**src/rtl/debug_trace_buffer.sv**
```systemverilog
// Retirement trace buffer: circular capture of WB retirements, freeze after EIP trigger + post window,
// oldest-first drain over valid/ready. Optional macro DBG_TRACE_FLAGS_EN appends 7 eflags bits to entries.
module debug_trace_buffer #(
  parameter int DEPTH     = 16,
  parameter int EIP_W     = 32,
  parameter int DATA_W    = 64,
  parameter int CYC_W     = 16,
  parameter int POST_TRIG = 4,
  localparam int AW       = $clog2(DEPTH),
  localparam int CNT_W    = AW + 1,
`ifdef DBG_TRACE_FLAGS_EN
  localparam int ENT_W    = CYC_W + EIP_W + DATA_W + 7
`else
  localparam int ENT_W    = CYC_W + EIP_W + DATA_W
`endif
) (
  input  logic              CLK,
  input  logic              RST_N,
  input  logic              wb_v,
  input  logic              wb_stall,
  input  logic [EIP_W-1:0]  wb_eip,
  input  logic [DATA_W-1:0] wb_result,
`ifdef DBG_TRACE_FLAGS_EN
  input  logic [6:0]        wb_eflags,
`endif
  input  logic              arm,
  input  logic              abort,
  input  logic [EIP_W-1:0]  trig_eip,
  output logic [1:0]        state_o,
  output logic [CNT_W-1:0]  count_o,
  output logic              rd_valid,
  input  logic              rd_ready,
  output logic [ENT_W-1:0]  rd_data
);

  typedef enum logic [1:0] {
    S_IDLE  = 2'd0,
    S_ARMED = 2'd1,
    S_POST  = 2'd2,
    S_DONE  = 2'd3
  } state_t;

  state_t             r_state;
  state_t             w_state_nxt;
  logic [CYC_W-1:0]   r_cyc;
  logic [AW-1:0]      r_wr_ptr;
  logic [AW-1:0]      r_rd_ptr;
  logic [AW-1:0]      r_post;
  logic [CNT_W-1:0]   r_count;
  logic [ENT_W-1:0]   r_mem [DEPTH];

  logic               w_ret;
  logic               w_hit;
  logic               w_full;
  logic               w_capture;
  logic               w_load_post;
  logic               w_pop;
  logic               w_clear;
  logic [ENT_W-1:0]   w_entry;

  assign w_ret  = wb_v & ~wb_stall;
  assign w_hit  = (wb_eip == trig_eip);
  assign w_full = (r_count == CNT_W'(DEPTH));

`ifdef DBG_TRACE_FLAGS_EN
  assign w_entry = {r_cyc, wb_eip, wb_result, wb_eflags};
`else
  assign w_entry = {r_cyc, wb_eip, wb_result};
`endif

  // NOTE: every signal gets a default before the case so no path leaves one unassigned (no latches).
  always_comb begin
    w_state_nxt = r_state;
    w_capture   = 1'b0;
    w_load_post = 1'b0;
    w_pop       = 1'b0;
    w_clear     = 1'b0;
    if (abort) begin
      w_state_nxt = S_IDLE;
      w_clear     = 1'b1;
    end else begin
      case (r_state)
        S_IDLE: begin
          if (arm) begin
            w_state_nxt = S_ARMED;
            w_clear     = 1'b1;
          end
        end
        S_ARMED: begin
          if (w_ret) begin
            w_capture = 1'b1;
            if (w_hit) begin
              w_load_post = 1'b1;
              w_state_nxt = (POST_TRIG == 0) ? S_DONE : S_POST;
            end
          end
        end
        S_POST: begin
          // Matches here are deliberately ignored: one trigger per arm.
          if (w_ret) begin
            w_capture = 1'b1;
            if (r_post == AW'(1)) w_state_nxt = S_DONE;
          end
        end
        S_DONE: begin
          if (rd_valid && rd_ready) begin
            w_pop = 1'b1;
            if (r_count == CNT_W'(1)) w_state_nxt = S_IDLE;
          end
        end
        default: w_state_nxt = S_IDLE;
      endcase
    end
  end

  // NOTE: sequential state uses non-blocking assignments so all registers update from pre-edge values.
  always_ff @(posedge CLK or negedge RST_N) begin
    if (!RST_N) r_state <= S_IDLE;
    else        r_state <= w_state_nxt;
  end

  always_ff @(posedge CLK or negedge RST_N) begin
    if (!RST_N) begin
      r_cyc    <= '0;
      r_wr_ptr <= '0;
      r_rd_ptr <= '0;
      r_post   <= '0;
      r_count  <= '0;
    end else begin
      r_cyc <= r_cyc + CYC_W'(1);
      if (w_clear) begin
        r_wr_ptr <= '0;
        r_rd_ptr <= '0;
        r_post   <= '0;
        r_count  <= '0;
      end else begin
        if (w_capture) begin
          r_wr_ptr <= r_wr_ptr + AW'(1);
          // A full buffer overwrites its oldest entry, so the read side slides along.
          if (w_full) r_rd_ptr <= r_rd_ptr + AW'(1);
          else        r_count  <= r_count + CNT_W'(1);
        end
        if (w_load_post) r_post <= AW'(POST_TRIG);
        else if (w_capture && r_state == S_POST) r_post <= r_post - AW'(1);
        if (w_pop) begin
          r_rd_ptr <= r_rd_ptr + AW'(1);
          r_count  <= r_count - CNT_W'(1);
        end
      end
    end
  end

  // NOTE: the trace RAM is not reset; pointers and count define which entries are meaningful.
  always_ff @(posedge CLK) begin
    if (w_capture) r_mem[r_wr_ptr] <= w_entry;
  end

  assign state_o  = r_state;
  assign count_o  = r_count;
  assign rd_valid = (r_state == S_DONE) && (r_count != '0);
  assign rd_data  = rd_valid ? r_mem[r_rd_ptr] : '0;

endmodule
```
**config.mk**
```make
export PLATFORM = sky130hd
export DESIGN_NAME = debug_trace_buffer
export DESIGN_NICKNAME = d
export VERILOG_FILES = /design/src/rtl/debug_trace_buffer.sv
export SDC_FILE = /design/constraint.sdc
export NUM_CORES = 2
export LEC_CHECK = 0
export CAP_MARGIN = 20
export CORE_UTILIZATION = 61
export CTS_CLUSTER_DIAMETER = 200
export DETAILED_ROUTE_END_ITERATION = 10
export GPL_TIMING_DRIVEN = 0
export PLACE_DENSITY = 0.8
export REMOVE_ABC_BUFFERS = 1
export SYNTH_ARGS = -nofsm -noshare
export SYNTH_HDL_FRONTEND = slang
export SYNTH_SLANG_ARGS = --single-unit
```
**constraint.sdc**
```tcl
create_clock -name CLK -period 12.7 [get_ports CLK]
set_input_delay 1.905 -clock CLK [delete_from_list [all_inputs] [get_ports CLK]]
set_output_delay 1.905 -clock CLK [all_outputs]
set_load 0.01 [all_outputs]
```
==> impl_metrics.tcl <==
set metrics [dict create \
    status "complete, no violations" \
    tritoncts_num_sinks 1827 \
    io_buffers 254 \
    cts_made_buffers 174 \
    critical_path.most_common_cell "sky130_fd_sc_hd__buf_16" \
    crit_chain "buf_16, buf_16, buf_16, mux4_2, mux4_2, and2_1, clkdlybuf4s50_1" \
    synth_seq_cells 1827 \
    worst_clock_skew_ns 0.0166 \
    post-route-cell-area_um2 82000 \
    detail_route.vias_per_cell 6.90 \
    cts_max_path_buffers 3 \
    critical_path_class "flip-flop to output port" \
    num_vias 34100 \
    first_global_vias 36300 \
    relSlewSlack_pct 23.4 \
    cts_hold_buffers 0 \
    post-synth-top-area-fraction_pct 76.8 \
    synthXorXnorAreaFrac_pct 0.687 \
    floorplan.rows 123 \
    min_period_over_period_pct 50.7 \
    finalWirelength_mm 178 \
    tightestPinTransition_ns 1.14 \
    die_area_um2 116000 \
    yosys.cell_count.top_type "sky130_fd_sc_hd__edfxtp_1" \
    min_from "r_post[3]$_DFFE_PN0P_" \
    synth_compound_gate_area_share_pct 0.246 \
    gp_routability_congestion 0.726 \
    worst_path_max_delay_cell "sky130_fd_sc_hd__dfrtp_4" \
    post_synthesis_to_final_layout_area_growth_pct 17.0 \
    synthDominantAreaCellType "sky130_fd_sc_hd__edfxtp_1" \
    post-route-min-period_ns 6.44 \
    synth_async_sr_flop_share_pct 1.92 \
    globalRoute.totalOverflow 0 \
    syn-cell-area_um2 70100 \
    post_cts.repair.setup_buffers 0 \
    crit_buf_inv 4 \
    grt_max_degree 69 \
    timing.critical_path.from_type "flip-flop" \
    drt-wirelength-per-cell_um 36.1 \
    dpl_cell_area_um2 76500 \
    critical_path.reg2reg.endpoint "r_mem[5][34]$_DFFE_PP_" \
    drv_slew 0 \
    grt_pass1_wl_mm 254 \
    post_cts.resized_instances 0 \
    total_leakage_power_nw 25.3 \
    hold_viol_final 0 \
    cp_data_arrival_time_ns 4.54 \
    antenna_violating_nets_left 0 \
    area_share_of_and_or_nand_nor_cells_after_synthesis_pct 1.70 \
    hpwl_mm 96.3 \
    worst_setup_slack_post_dpl_ns 6.62 \
    cts.clk_slew.worst_paths_ns 0.06 \
    num-nets-final 3434 \
    fmax_mhz 155 \
    synth_warnings 0 \
    initial_core_util_pct 61.9 \
    synth-seq-area-share_pct 78.0 \
    post_synth_mux_area_share_pct 18.0 \
    worstHoldPathType "flip-flop to flip-flop" \
    endpoint_required_time_on_the_critical_path_ns 10.80 \
    hold_path_depth 2 \
    tritoncts "yes" \
    timing.hold.ws_ns 0.572 \
    rsz0062_at_grt "no" \
    finalSetupViolCount 0 \
    synth_top_family_by_area "multiplexers" \
    track_usage_pct 31.1 \
    synth.lib_cells_used.distinct 39 \
    leading_post_synthesis_cells_by_cell_area "sky130_fd_sc_hd__edfxtp_1, sky130_fd_sc_hd__mux4_2, sky130_fd_sc_hd__dfrtp_1" \
    clockRootBuffer "sky130_fd_sc_hd__clkbuf_16" \
    worst_r2r_path_depth 13 \
    postSynthAreaPerCell_um2 24.6 \
    worstReg2RegStart "state_o[0]$_DFFE_PN0P_" \
    fraction_of_layout_instances_using_a_drive_strength_above_1_pct 28.1 \
    cap_violations 0 \
    top_level_ports 255 \
    drc_errors 0 \
    clk-insertion-delay-late_ns 0.77 \
    worst_min_delay_path_endpoint "r_post[3]$_DFFE_PN0P_" \
    core_area_um2 113000 \
    netlist_top_cells_count "sky130_fd_sc_hd__edfxtp_1, sky130_fd_sc_hd__mux4_2, sky130_fd_sc_hd__and2_1, sky130_fd_sc_hd__clkbuf_1, sky130_fd_sc_hd__buf_2" \
    grt_antenna_before_repair 18 \
    worst_path_dominant_cell_family "buffers and inverters" \
    dominantRegCellSynth "sky130_fd_sc_hd__edfxtp_1" \
    synth_adder_area_share_pct 0.303 \
    die-height_um 341 \
    cp_slowest_stage_delay_ns 0.90 \
    worst_slack_ns 6.26 \
    rrSetupSlack_ns 8.26 \
    length_of_the_first_detailed_routing_pass_in_iterations 6 \
    cts.htree.levels 4 \
    powerDensity_nw_per_um2 168 \
    detail_route.iter0.violations 4670 \
    synth_cells 2855 \
    worst-path-max-fanout 68 \
    ir_drop_mv 0.130 \
    synth_edf_count 1792 \
    crit_path_end_kind "output port" \
    die_w_um 341 \
]
==> layer usage <==
layer  vias to the layer above  GRT usage [%]  part of all wire, %
met5                         -              0                0.027
met4                         8           12.6                  3.9
met3                       444           6.13                  9.8
met2                      2626           52.1                   52
met1                     17900           40.6                   35
li1                      13100              -                    -
==> power by group <==
group          switching (mW)  total [mW]  internal [mW]
registers              0.0564        6.70           6.64
clock network            2.20        5.07           2.88
logic                   0.913        2.04           1.13
==> cells in the final DEF, fill, tap and decap left out, types with 18 or more instances in the layout <==
| master | synthesis | layout |
|---|---|---|
| sky130_fd_sc_hd__edfxtp_1 | 1792 | 1792 |
| sky130_fd_sc_hd__mux4_2 | 560 | 560 |
| sky130_fd_sc_hd__clkdlybuf4s50_1 | 0 | 253 |
| sky130_fd_sc_hd__clkbuf_16 | 0 | 181 |
| sky130_fd_sc_hd__and2_1 | 121 | 113 |
| sky130_fd_sc_hd__buf_6 | 5 | 65 |
| sky130_fd_sc_hd__buf_16 | 0 | 49 |
| sky130_fd_sc_hd__clkbuf_1 | 77 | 40 |
| sky130_fd_sc_hd__clkinv_1 | 0 | 37 |
| sky130_fd_sc_hd__xnor2_1 | 33 | 33 |
| sky130_fd_sc_hd__clkinv_2 | 0 | 31 |
| sky130_fd_sc_hd__dfrtp_1 | 35 | 31 |
| sky130_fd_sc_hd__xor2_1 | 22 | 22 |
| sky130_fd_sc_hd__buf_12 | 0 | 21 |
| sky130_fd_sc_hd__diode_2 | 0 | 18 |
| sky130_fd_sc_hd__nor2_1 | 22 | 18 |
==> worst max-delay path by stage <==
| stage | from | to | slack (ns) | cells past startpoint |
|---|---|---|---|---|
| final | r_rd_ptr[1]$_DFFE_PN0P_ | rd_data[26] | 6.26 | 7 |
| after detailed placement | abort | r_mem[5][34]$_DFFE_PP_ | 6.62 | 12 |
| after CTS | r_rd_ptr[0]$_DFFE_PN0P_ | rd_data[17] | 6.21 | 7 |
| after floorplan | r_rd_ptr[0]$_DFFE_PN0P_ | rd_data[0] | -7.55 | 3 |
| after global routing | r_rd_ptr[0]$_DFFE_PN0P_ | rd_data[17] | 6.11 | 7 |
| after global placement | r_rd_ptr[0]$_DFFE_PN0P_ | rd_data[101] | -14.33 | 4 |
==> cells by family after synthesis <==
group	count (synthesis)
muxes	563
AOI/OAI and AO/OA	26
xor gates and xnor gates	55
and+or+nand+nor	207
DFF	1827
buffers and inverters	160
adders and majority gates	17
==> worst reg2reg max path: stages, from the launching register on <==
cell and delay (ns):
sky130_fd_sc_hd__dfrtp_1 0.43, sky130_fd_sc_hd__inv_1 0.13, sky130_fd_sc_hd__ha_1 0.30, sky130_fd_sc_hd__nand2b_1 0.14
sky130_fd_sc_hd__nor2_1 0.73, sky130_fd_sc_hd__nand2_1 0.35, sky130_fd_sc_hd__nor3_2 0.70, sky130_fd_sc_hd__buf_6 0.26
sky130_fd_sc_hd__buf_6 0.16, sky130_fd_sc_hd__buf_4 0.22, sky130_fd_sc_hd__buf_6 0.19, sky130_fd_sc_hd__buf_6 0.18
sky130_fd_sc_hd__buf_6 0.18, sky130_fd_sc_hd__buf_6 0.17
==> state kept, by name, summed over array words and instances (netlist names) <==
register / cells
r_cyc: 16
state_o: 2
r_post: 4
r_wr_ptr: 4
r_mem: 1792
count_o: 5
r_rd_ptr: 4
==> area by class of cell <==
cell class / instances / area [um2]
sequential: 1827 / 54700
fill: 5953 / 31200
multi-input combinational: 868 / 14800
timing repair buffer: 394 / 5080
clock buffer: 223 / 4710
tap: 1500 / 1880
clock inverter: 93 / 785
inverter: 17 / 63.8
antenna: 18 / 45.0
==> stage by stage <==
step           setup TNS [ns]  util (%)  total power, mW  std cells
2_1_floorplan         -865.18         -             9.50       2712
3_3_place_gp         -7195.87      65.2             10.1       4466
3_5_place_dp                0      67.5             8.82       4606
4_1_cts                     0      72.4             13.9       4922
5_1_grt                     0      72.4             14.2       4934
6_report                    0      72.4             13.8       4940
(Power assumes the default switching activity.)
